$ cat config.mk
export PLATFORM = sky130hd
export DESIGN_NAME = speicher_arbiter
export DESIGN_NICKNAME = d
export VERILOG_FILES = /design/src/rtl/speicher_pkg.sv /design/src/rtl/speicher_watchdog.sv /design/src/rtl/speicher_arbiter.sv
export SDC_FILE = /design/constraint.sdc
export NUM_CORES = 1
export LEC_CHECK = 0
export ABC_AREA = 1
export CAP_MARGIN = 20
export CELL_PAD_IN_SITES_DETAIL_PLACEMENT = 1
export CELL_PAD_IN_SITES_GLOBAL_PLACEMENT = 1
export CORE_UTILIZATION = 27
export DETAILED_ROUTE_END_ITERATION = 16
export PLACE_DENSITY = 0.88
export SYNTH_ARGS = -nofsm -noshare
export SYNTH_HDL_FRONTEND = slang
export SYNTH_SLANG_ARGS = --single-unit
export TNS_END_PERCENT = 10
$ cat constraint.sdc
create_clock -name Clock -period 2 [get_ports Clock]
set_input_delay 0.5 -clock Clock [delete_from_list [all_inputs] [get_ports Clock]]
set_output_delay 0.5 -clock Clock [all_outputs]
set_load 0.05 [all_outputs]
$ cat src/rtl/speicher_pkg.sv
// Shared encodings for the unified-memory arbiter and its helper blocks.
package speicher_pkg;

  typedef enum logic [1:0] {
    S_IDLE     = 2'd0,
    S_ZUGRIFF  = 2'd1,
    S_FERTIG   = 2'd2,
    S_FREIGABE = 2'd3
  } zustand_t;

  typedef enum logic {
    OP_LESEN     = 1'b0,
    OP_SCHREIBEN = 1'b1
  } op_t;

  localparam logic QUELLE_I = 1'b0;
  localparam logic QUELLE_D = 1'b1;

  // Round robin: on a tie the side that was not served last wins.
  function automatic logic waehleQuelle(input logic iAnfrage, input logic dAnfrage,
                                        input logic letzterD);
    if (iAnfrage && dAnfrage) return letzterD ? QUELLE_I : QUELLE_D;
    return dAnfrage ? QUELLE_D : QUELLE_I;
  endfunction

  // A side raising both strobes is treated as a write.
  function automatic op_t waehleOp(input logic schreiben);
    return schreiben ? OP_SCHREIBEN : OP_LESEN;
  endfunction

endpackage

$ cat src/rtl/speicher_watchdog.sv
// Response watchdog: counts enabled cycles and flags the cycle in which the
// count would reach TIMEOUT. TIMEOUT = 0 never expires.
module speicher_watchdog #(
  parameter int TIMEOUT = 1024
) (
  input  logic Clock,
  input  logic Reset,
  input  logic loeschen,
  input  logic zaehlen,
  output logic abgelaufen
);

  localparam int CW = (TIMEOUT > 1) ? $clog2(TIMEOUT) : 1;
  localparam logic [CW-1:0] GRENZE = (TIMEOUT > 0) ? CW'(TIMEOUT - 1) : '0;

  logic [CW-1:0] zaehler;

  assign abgelaufen = (TIMEOUT != 0) && zaehlen && (zaehler == GRENZE);

  always_ff @(posedge Clock) begin
    if (Reset || loeschen)          zaehler <= '0;
    else if (zaehlen && !abgelaufen) zaehler <= zaehler + CW'(1);
  end

endmodule

$ cat src/rtl/speicher_arbiter.sv
// Serialises instruction- and data-cache miss traffic onto one word RAM with
// round-robin priority, registered RAM signals and a response watchdog.
module speicher_arbiter
  import speicher_pkg::*;
#(
  parameter int WORDSIZE   = 32,
  parameter int ADRESSBITS = 15,
  parameter int TIMEOUT    = 1024
) (
  input  logic                  Clock,
  input  logic                  Reset,

  input  logic                  ILesen,
  input  logic                  ISchreiben,
  input  logic [31:0]           IAdresse,
  input  logic [WORDSIZE-1:0]   ISchreibDaten,
  output logic [WORDSIZE-1:0]   ILesDaten,
  output logic                  IGelesen,
  output logic                  IGeschrieben,

  input  logic                  DLesen,
  input  logic                  DSchreiben,
  input  logic [31:0]           DAdresse,
  input  logic [WORDSIZE-1:0]   DSchreibDaten,
  output logic [WORDSIZE-1:0]   DLesDaten,
  output logic                  DGelesen,
  output logic                  DGeschrieben,

  output logic                  RAMLesen,
  output logic                  RAMSchreiben,
  output logic [ADRESSBITS-1:0] RAMAdresse,
  output logic [WORDSIZE-1:0]   RAMSchreibDaten,
  input  logic [WORDSIZE-1:0]   RAMLesDaten,
  input  logic                  RAMDatenGelesen,
  input  logic                  RAMDatenGeschrieben,

  output logic                  Fehler
);

  zustand_t zustand;
  op_t      op;
  logic     quelle;
  logic     letzterD;
  logic     abgelaufen;

  logic                  iAnfrage, dAnfrage;
  logic                  quelleNeu;
  op_t                   opNeu;
  logic [ADRESSBITS-1:0] adrNeu;
  logic [WORDSIZE-1:0]   datenNeu;
  logic                  treffer;
  logic [WORDSIZE-1:0]   erfasst;
  logic                  unusedAdrBits;

  assign iAnfrage  = ILesen || ISchreiben;
  assign dAnfrage  = DLesen || DSchreiben;
  assign quelleNeu = waehleQuelle(iAnfrage, dAnfrage, letzterD);
  assign opNeu     = waehleOp((quelleNeu == QUELLE_D) ? DSchreiben : ISchreiben);
  assign adrNeu    = (quelleNeu == QUELLE_D) ? DAdresse[ADRESSBITS-1:0]
                                             : IAdresse[ADRESSBITS-1:0];
  assign datenNeu  = (quelleNeu == QUELLE_D) ? DSchreibDaten : ISchreibDaten;

  // Upper requester address bits are outside the RAM and intentionally dropped.
  assign unusedAdrBits = ^{IAdresse, DAdresse};

  // Only a done pulse matching the pending op ends the access.
  assign treffer = (op == OP_LESEN)     ? RAMDatenGelesen
                                        : RAMDatenGeschrieben;
  assign erfasst = treffer ? RAMLesDaten : '0;

  speicher_watchdog #(.TIMEOUT(TIMEOUT)) uWatchdog (
    .Clock      (Clock),
    .Reset      (Reset),
    .loeschen   (zustand != S_ZUGRIFF),
    .zaehlen    (zustand == S_ZUGRIFF),
    .abgelaufen (abgelaufen)
  );

  always_ff @(posedge Clock) begin
    if (Reset) begin
      zustand         <= S_IDLE;
      op              <= OP_LESEN;
      quelle          <= QUELLE_I;
      letzterD        <= 1'b0;
      Fehler          <= 1'b0;
      RAMLesen        <= 1'b0;
      RAMSchreiben    <= 1'b0;
      RAMAdresse      <= '0;
      RAMSchreibDaten <= '0;
      ILesDaten       <= '0;
      DLesDaten       <= '0;
      IGelesen        <= 1'b0;
      IGeschrieben    <= 1'b0;
      DGelesen        <= 1'b0;
      DGeschrieben    <= 1'b0;
    end else begin
      IGelesen     <= 1'b0;
      IGeschrieben <= 1'b0;
      DGelesen     <= 1'b0;
      DGeschrieben <= 1'b0;
      case (zustand)
        S_IDLE: begin
          if (iAnfrage || dAnfrage) begin
            quelle          <= quelleNeu;
            op              <= opNeu;
            RAMLesen        <= (opNeu == OP_LESEN);
            RAMSchreiben    <= (opNeu == OP_SCHREIBEN);
            RAMAdresse      <= adrNeu;
            RAMSchreibDaten <= datenNeu;
            zustand         <= S_ZUGRIFF;
          end
        end
        S_ZUGRIFF: begin
          // A timed-out read still completes, with zero data, so the cache never hangs.
          if (treffer || abgelaufen) begin
            RAMLesen     <= 1'b0;
            RAMSchreiben <= 1'b0;
            if (op == OP_LESEN) begin
              if (quelle == QUELLE_D) DLesDaten <= erfasst;
              else                    ILesDaten <= erfasst;
            end
            if (!treffer) Fehler <= 1'b1;
            zustand <= S_FERTIG;
          end
        end
        S_FERTIG: begin
          IGelesen     <= (quelle == QUELLE_I) && (op == OP_LESEN);
          IGeschrieben <= (quelle == QUELLE_I) && (op == OP_SCHREIBEN);
          DGelesen     <= (quelle == QUELLE_D) && (op == OP_LESEN);
          DGeschrieben <= (quelle == QUELLE_D) && (op == OP_SCHREIBEN);
          letzterD     <= (quelle == QUELLE_D);
          zustand      <= S_FREIGABE;
        end
        S_FREIGABE: zustand <= S_IDLE;
        default:    zustand <= S_IDLE;
      endcase
    end
  end

endmodule

==> results of run 1 <==
-- worst paths after layout --
check                        from       endpoint  slack, ns  depth (start not counted)
min reg2reg                Fehler         Fehler       0.46                          2
max reg2reg  uWatchdog.zaehler[0]  DLesDaten[12]       0.13                          9
max          uWatchdog.zaehler[0]  DLesDaten[12]       0.13                          9
min                        Fehler         Fehler       0.46                          2
-- state kept, by name, indices dropped and copies added (netlist names), 2 cells and up --
name,count
ILesDaten,32
uWatchdog.zaehler,10
zustand,2
DLesDaten,32
RAMSchreibDaten,32
RAMAdresse,15
-- where the power goes --
group	internal (uW)	total, uW	switching, uW	leakage (uW)
logic	1940	6220	4280	0.00283
clock network	1640	3000	1360	0.000269
registers	3330	3730	399	0.00109
total	6910	12900	6040	0.00418
-- routing by layer --
layer	vias up	routed length [um]
met5	-	0
met4	0	350
met3	25	1460
met2	201	10100
met1	2944	8280
li1	3078	-
-- kinds of logic after synthesis --
group	synth area share, %
AND/OR/NAND/NOR	27.1
AO/OA/AOI/OAI	14.1
buffers and inverters	11.6
XOR/XNOR	0.152
adder cells (fa/ha/maj)	0.868
flip-flops	46.2
-- cell type report --
type,count,share of cell area (%)
inverter,109,4.55
clock inverter,15,1.49
timing repair buffer,277,28.7
clock buffer,17,4.73
sequential,133,29.6
tap,275,3.83
multi-input combinational,526,27.1
-- worst min-delay path: stages (launching register included) --
cell and delay (ns):
dfxtp_1 0.31, inv_1 0.05, a21oi_1 0.05
-- cell usage in the layout (no fill, tap or decap) --
master	Yosys	final
xnor2_1	1	1
o211ai_1	47	47
ha_1	4	3
inv_2	3	4
nor2_1	45	45
o21bai_1	3	3
o21ai_4	1	1
clkinvlp_4	0	3
o21ai_2	1	1
buf_2	20	1
clkbuf_16	0	17
or2_1	1	1
a21oi_1	79	79
clkinv_4	0	1
or2_2	1	1
dlygate4sd2_1	0	49
nand2_2	4	4
nand3_1	56	56
nand4_1	5	5
nor3_1	7	7
dfxtp_1	133	133
clkinv_2	0	1
buf_4	1	86
o21ai_0	3	3
nor2_2	2	2
o21ai_1	1	1
inv_8	0	4
inv_1	106	105
inv_6	0	6
clkdlybuf4s50_1	0	132
nand2_1	265	265
buf_12	0	9
ha_2	0	1
-- stage by stage --
stage | utilization, % | cell area, um^2 | TNS [ns] | hold WS (ns) | instances
3_5_place_dp | 40.5 | 8490 | -6.62 | 0.452 | 1320
5_1_grt | 42.9 | 8990 | 0 | 0.486 | 1352
6_report | 42.9 | 8990 | 0 | 0.458 | 1352
4_1_cts | 42.9 | 8990 | 0 | 0.459 | 1352
2_1_floorplan | - | 5770 | 0 | 0.456 | 817
3_3_place_gp | 40.5 | 8490 | -5.10 | 0.444 | 1320
-- repair_timing --
item                                    4_1_cts  5_1_grt
endpoints found under the setup margin       49       13
hold buffers                                  0        0
resized for setup                            49        1
setup buffers                                 0        0
==> flow_summary.json, run 1 <==
{
  "status": "finished clean",
  "synth_common_cells": "265 x nand2_1, 133 x dfxtp_1, 106 x inv_1",
  "leakage_uw": 0.00418,
  "start_kind": "register",
  "nNetsFinal": 1236,
  "synth.most_common_cell": "nand2_1",
  "ys_seq_area_share_pct": 46.2,
  "top_usage_layer": "met2",
  "synth_top_area_cell": "dfxtp_1",
  "layout_setup_ws_ns": 0.135,
  "synth_top_area_share_pct": 46.2,
  "synth-main-ff-cell": "dfxtp_1",
  "max_freq_ghz": 0.536,
  "drc": 0,
  "worstPathArrival_ns": 2.14,
  "max-cap-violations": 0,
  "syn_area_per_cell_um2": 7.06,
  "coreArea_um2": 21000,
  "ioPinCount": 286,
  "wire_per_inst_um": 14.9,
  "gp_congestion": 0.836,
  "max_slew_margin_pct": 60.8,
  "clk_pin_slew_ns": 0.07,
  "grt_remaining_overflow": 0,
  "grtUsageMet3_pct": 5.58,
  "critPathTopFamily": "simple AND/OR/NAND/NOR gates",
  "hpwl_um": 15000,
  "worstSetupPathType": "register to register",
  "worst_path_largest_cell_delay_ns": 0.41,
  "setup.worst_path.end_class": "register",
  "dieArea_um2": 21900,
  "synth-async-reset-ratio_pct": 0,
  "insertedDiodeCount": 0,
  "clk_latency_ns": 0.42,
  "fin_crit_sh_pct": 93.3,
  "syn_nets": 989,
  "setup-violations-final": 0,
  "syn_inst": 817,
  "grt_max_degree": 53,
  "fillers": 2586,
  "die_w_um": 148,
  "fin_crit_ns": 1.87,
  "synth_area_leaders": "dfxtp_1 46%, nand2_1 17%, inv_1 6.9%",
  "met2_usage_pct": 34.1,
  "grtUsageTotal_pct": 18.9,
  "first_iter_violations": 153,
  "netlist_area_um2": 5770,
  "finClkSkew_ns": 0.00921,
  "num_rows": 53,
  "slowest_stage": "dfxtp_1",
  "yosys_warnings": 0,
  "yosysUniqueCellTypes": 27,
  "grt_antenna_before_repair": 0,
  "clockRootBuffer": "clkbuf_16",
  "initial_utilization_pct": 27.5,
  "viasPerCell": 4.62,
  "ys_ff_latch": 133,
  "htree_num_levels": 4,
  "power.density_nw_per_um2": 1440,
  "worst_pin_slew_ns": 0.583,
  "grt_pass1_vias": 6617,
  "crit_path_cell_trace": "ha_2 > nand3_1 > nor2_1 > nand2_2 > o21ai_2 > nand2_2 > buf_12 > nand2_1 > a21oi_1",
  "rsz0062_at_grt": "false",
  "drt_first_pass_iters": 4,
  "cts_inserted_buffers": 17,
  "seqCellArea_um2": 2660,
  "cts_tree": "yes",
  "cp_common_cell": "nand2_2",
  "peakVddDrop_mv": 0.846,
  "vias": 6248,
  "clockBufferDepth": 2,
  "timing.final.max_slew_violations": 0,
  "globalRouteMet1Util_pct": 21.1,
  "worstPathRequired_ns": 2.27,
  "hold_class": "register to register",
  "die_h_um": 148,
  "area_growth_pct": 56.0,
  "cp_max_fo": 20,
  "drtAntennaViolNets": 0,
  "cts_sinks": 133,
  "power_uw": 12900,
  "final_hold_viol_count": 0,
  "path_buf_inv": 1,
  "port_buffers": 251,
  "routed_wl_um": 20200,
  "grt_pass1_wl_um": 33000,
  "drive_above_1_share_pct": 13.2,
  "synth_edf_count": 0,
  "post-place-ws_ns": -0.212,
  "multi_input_area_um2": 2440
}
(Power assumes the default switching activity.)
==> run 2: changes to the inputs <==
CORE_MARGIN = 2   (was not set)
CTS_BUF_LIST = sky130_fd_sc_hd__clkbuf_4 sky130_fd_sc_hd__clkbuf_8 sky130_fd_sc_hd__clkbuf_16   (was not set)
==> run 2 against run 1 <==
Clock skew decreased by 0.0019 ns. Total power decreased by 0.16%. Cell area decreased by 0.32%. Worst setup slack improved by 0.054 ns. Wire length about the same. Sequential power about the same. Via count decreased by 1.1%. Global-route usage decreased by 0.71 points.
==> flow_summary.json, run 2 (same netlist as run 1, synthesis figures left out) <==
{
  "final_common_cell": "nand2_1",
  "worst_path_largest_cell_delay_ns": 0.55,
  "die_h_um": 150,
  "hpwl_um": 15000,
  "grt_pass1_vias": 6580,
  "drc": 0,
  "net-switching-power_uw": 6040,
  "clockBufferDepth": 2,
  "grt_pass1_wl_um": 32400,
  "cts_sinks": 133,
  "p_int_uw": 6890,
  "grt_remaining_overflow": 0,
  "power_uw": 12900,
  "port_buffers": 251,
  "final_cell_mix": "265 x nand2_1, 132 x dfxtp_1, 132 x clkdlybuf4s50_1",
  "gp_congestion": 0.757,
  "max_freq_ghz": 0.552,
  "worstPathRequired_ns": 1.50,
  "timing.final.max_slew_violations": 0,
  "cts_tree": "yes",
  "leakage_uw": 0.00417,
  "peakVddDrop_mv": 0.789,
  "status": "finished clean",
  "pwr-share-comb_pct": 48.1,
  "final_util_pct": 42.6,
  "num_rows": 53,
  "routed_wl_um": 20200,
  "drt_first_pass_iters": 4,
  "setup.worst_path.end_class": "output pin",
  "grt_antenna_before_repair": 1,
  "seq_power_share_pct": 28.8,
  "cp_max_fo": 2,
  "top_regs": "DLesDaten: 32 flops, ILesDaten: 32 flops, RAMSchreibDaten: 32 flops",
  "drive_above_1_share_pct": 12.9,
  "drtAntennaViolNets": 0,
  "vias": 6178,
  "max_slew_margin_pct": 55.4,
  "die_w_um": 150,
  "clk_pin_slew_ns": 0.07,
  "path_buf_inv": 1,
  "dieArea_um2": 22500,
  "start_kind": "register",
  "hold_class": "input port to register",
  "worstSetupPathType": "register to output pin",
  "ioPinCount": 286,
  "first_iter_violations": 181,
  "clk_latency_ns": 0.42,
  "clkPwrFrac_pct": 23.1,
  "finClkSkew_ns": 0.00732,
  "initial_utilization_pct": 27.4,
  "rsz0062_at_grt": "false",
  "clockRootBuffer": "clkbuf_16",
  "critPathTopFamily": "buffers and inverters",
  "cts_inserted_buffers": 17,
  "coreArea_um2": 21000,
  "slowest_stage": "dlygate4sd2_1",
  "fin_crit_ns": 1.81,
  "switching_share_pct": 46.7,
  "max-cap-violations": 0,
  "wire_per_inst_um": 15.0,
  "crit_path_cell_trace": "dlygate4sd2_1",
  "nNetsFinal": 1233,
  "htree_num_levels": 4,
  "final_hold_viol_count": 0,
  "worstPathArrival_ns": 1.31,
  "setup-violations-final": 0,
  "grt_max_degree": 65,
  "ctsHoldBuffers": 0,
  "area_growth_pct": 55.5,
  "power.density_nw_per_um2": 1440,
  "worst_pin_slew_ns": 0.669,
  "viasPerCell": 4.58,
  "fin_crit_sh_pct": 90.6,
  "grtUsageTotal_pct": 18.2
}
[run 2: cell count changes in the layout (fill, tap and decap cells not counted)]
cell,before,now
dfxtp_2,0,1
dfxtp_1,133,132
buf_12,9,8
clkinv_4,1,3
dlygate4sd2_1,49,50
clkinv_2,1,0
buf_4,86,83
inv_8,4,3
diode_2,0,1
[run 2: metal layers]
layer | wire length (um) | global-route usage, % | vias up
li1 | - | - | 3080
met1 | 8060 | 19.4 | 2868
met4 | 312 | 5.24 | 0
met5 | 0 | 0 | -
met3 | 1680 | 6.45 | 22
met2 | 10100 | 33.7 | 208
[run 2: path summary, 6_finish.rpt]
check / end / slack [ns] / from / cells past startpoint
max reg2reg: ILesDaten[15] / 0.23 / uWatchdog.zaehler[0] / 9
max: ILesDaten[12] / 0.19 / ILesDaten[12] / 1
min reg2reg: ILesDaten[9] / 0.46 / ILesDaten[9] / 2
min: quelle / 0.40 / Reset / 2
[run 2: final cells by class]
cell class	count	area, um^2
Fill cell	2612	12100
Sequential cell	133	2660
Timing Repair Buffer	274	2550
Multi-Input combinational cell	526	2440
Clock buffer	17	425
Inverter	109	409
Tap cell	275	344
Clock inverter	15	135
Antenna cell	1	2.50
[run 2: power groups by stage]
stage | sequential, uW | clock [uW] | combinational (uW)
after floorplan | 5890 | 0 | 1990
final | 3730 | 2980 | 6220
after global placement | 3750 | 0 | 6290
after detailed placement | 3770 | 0 | 6410
after global routing | 3800 | 3200 | 6680
after CTS | 3730 | 3060 | 6280
[run 2: repair_timing]
item,in CTS,in global routing
resized for setup,50,2
setup endpoints to repair,50,66
buffers inserted,0,0
[run 2: metrics by stage]
step                      setup WS (ns)  cell area [um^2]  cells  hold slack, ns  TNS [ns]
after global placement          -0.0156              8460   1317           0.448   -0.0584
after global routing             0.0417              8960   1349           0.411         0
after CTS                         0.124              8960   1349           0.384         0
after floorplan                   0.447              5770    817           0.456         0
after detailed placement        -0.0858              8460   1317           0.455     -1.99
final                             0.189              8960   1350           0.403         0
==> run 3: changes to the inputs <==
CAP_MARGIN = 5   (was 20)
==> results of run 3 <==
The final DEF is identical to that of run 2; final timing and power are the same.
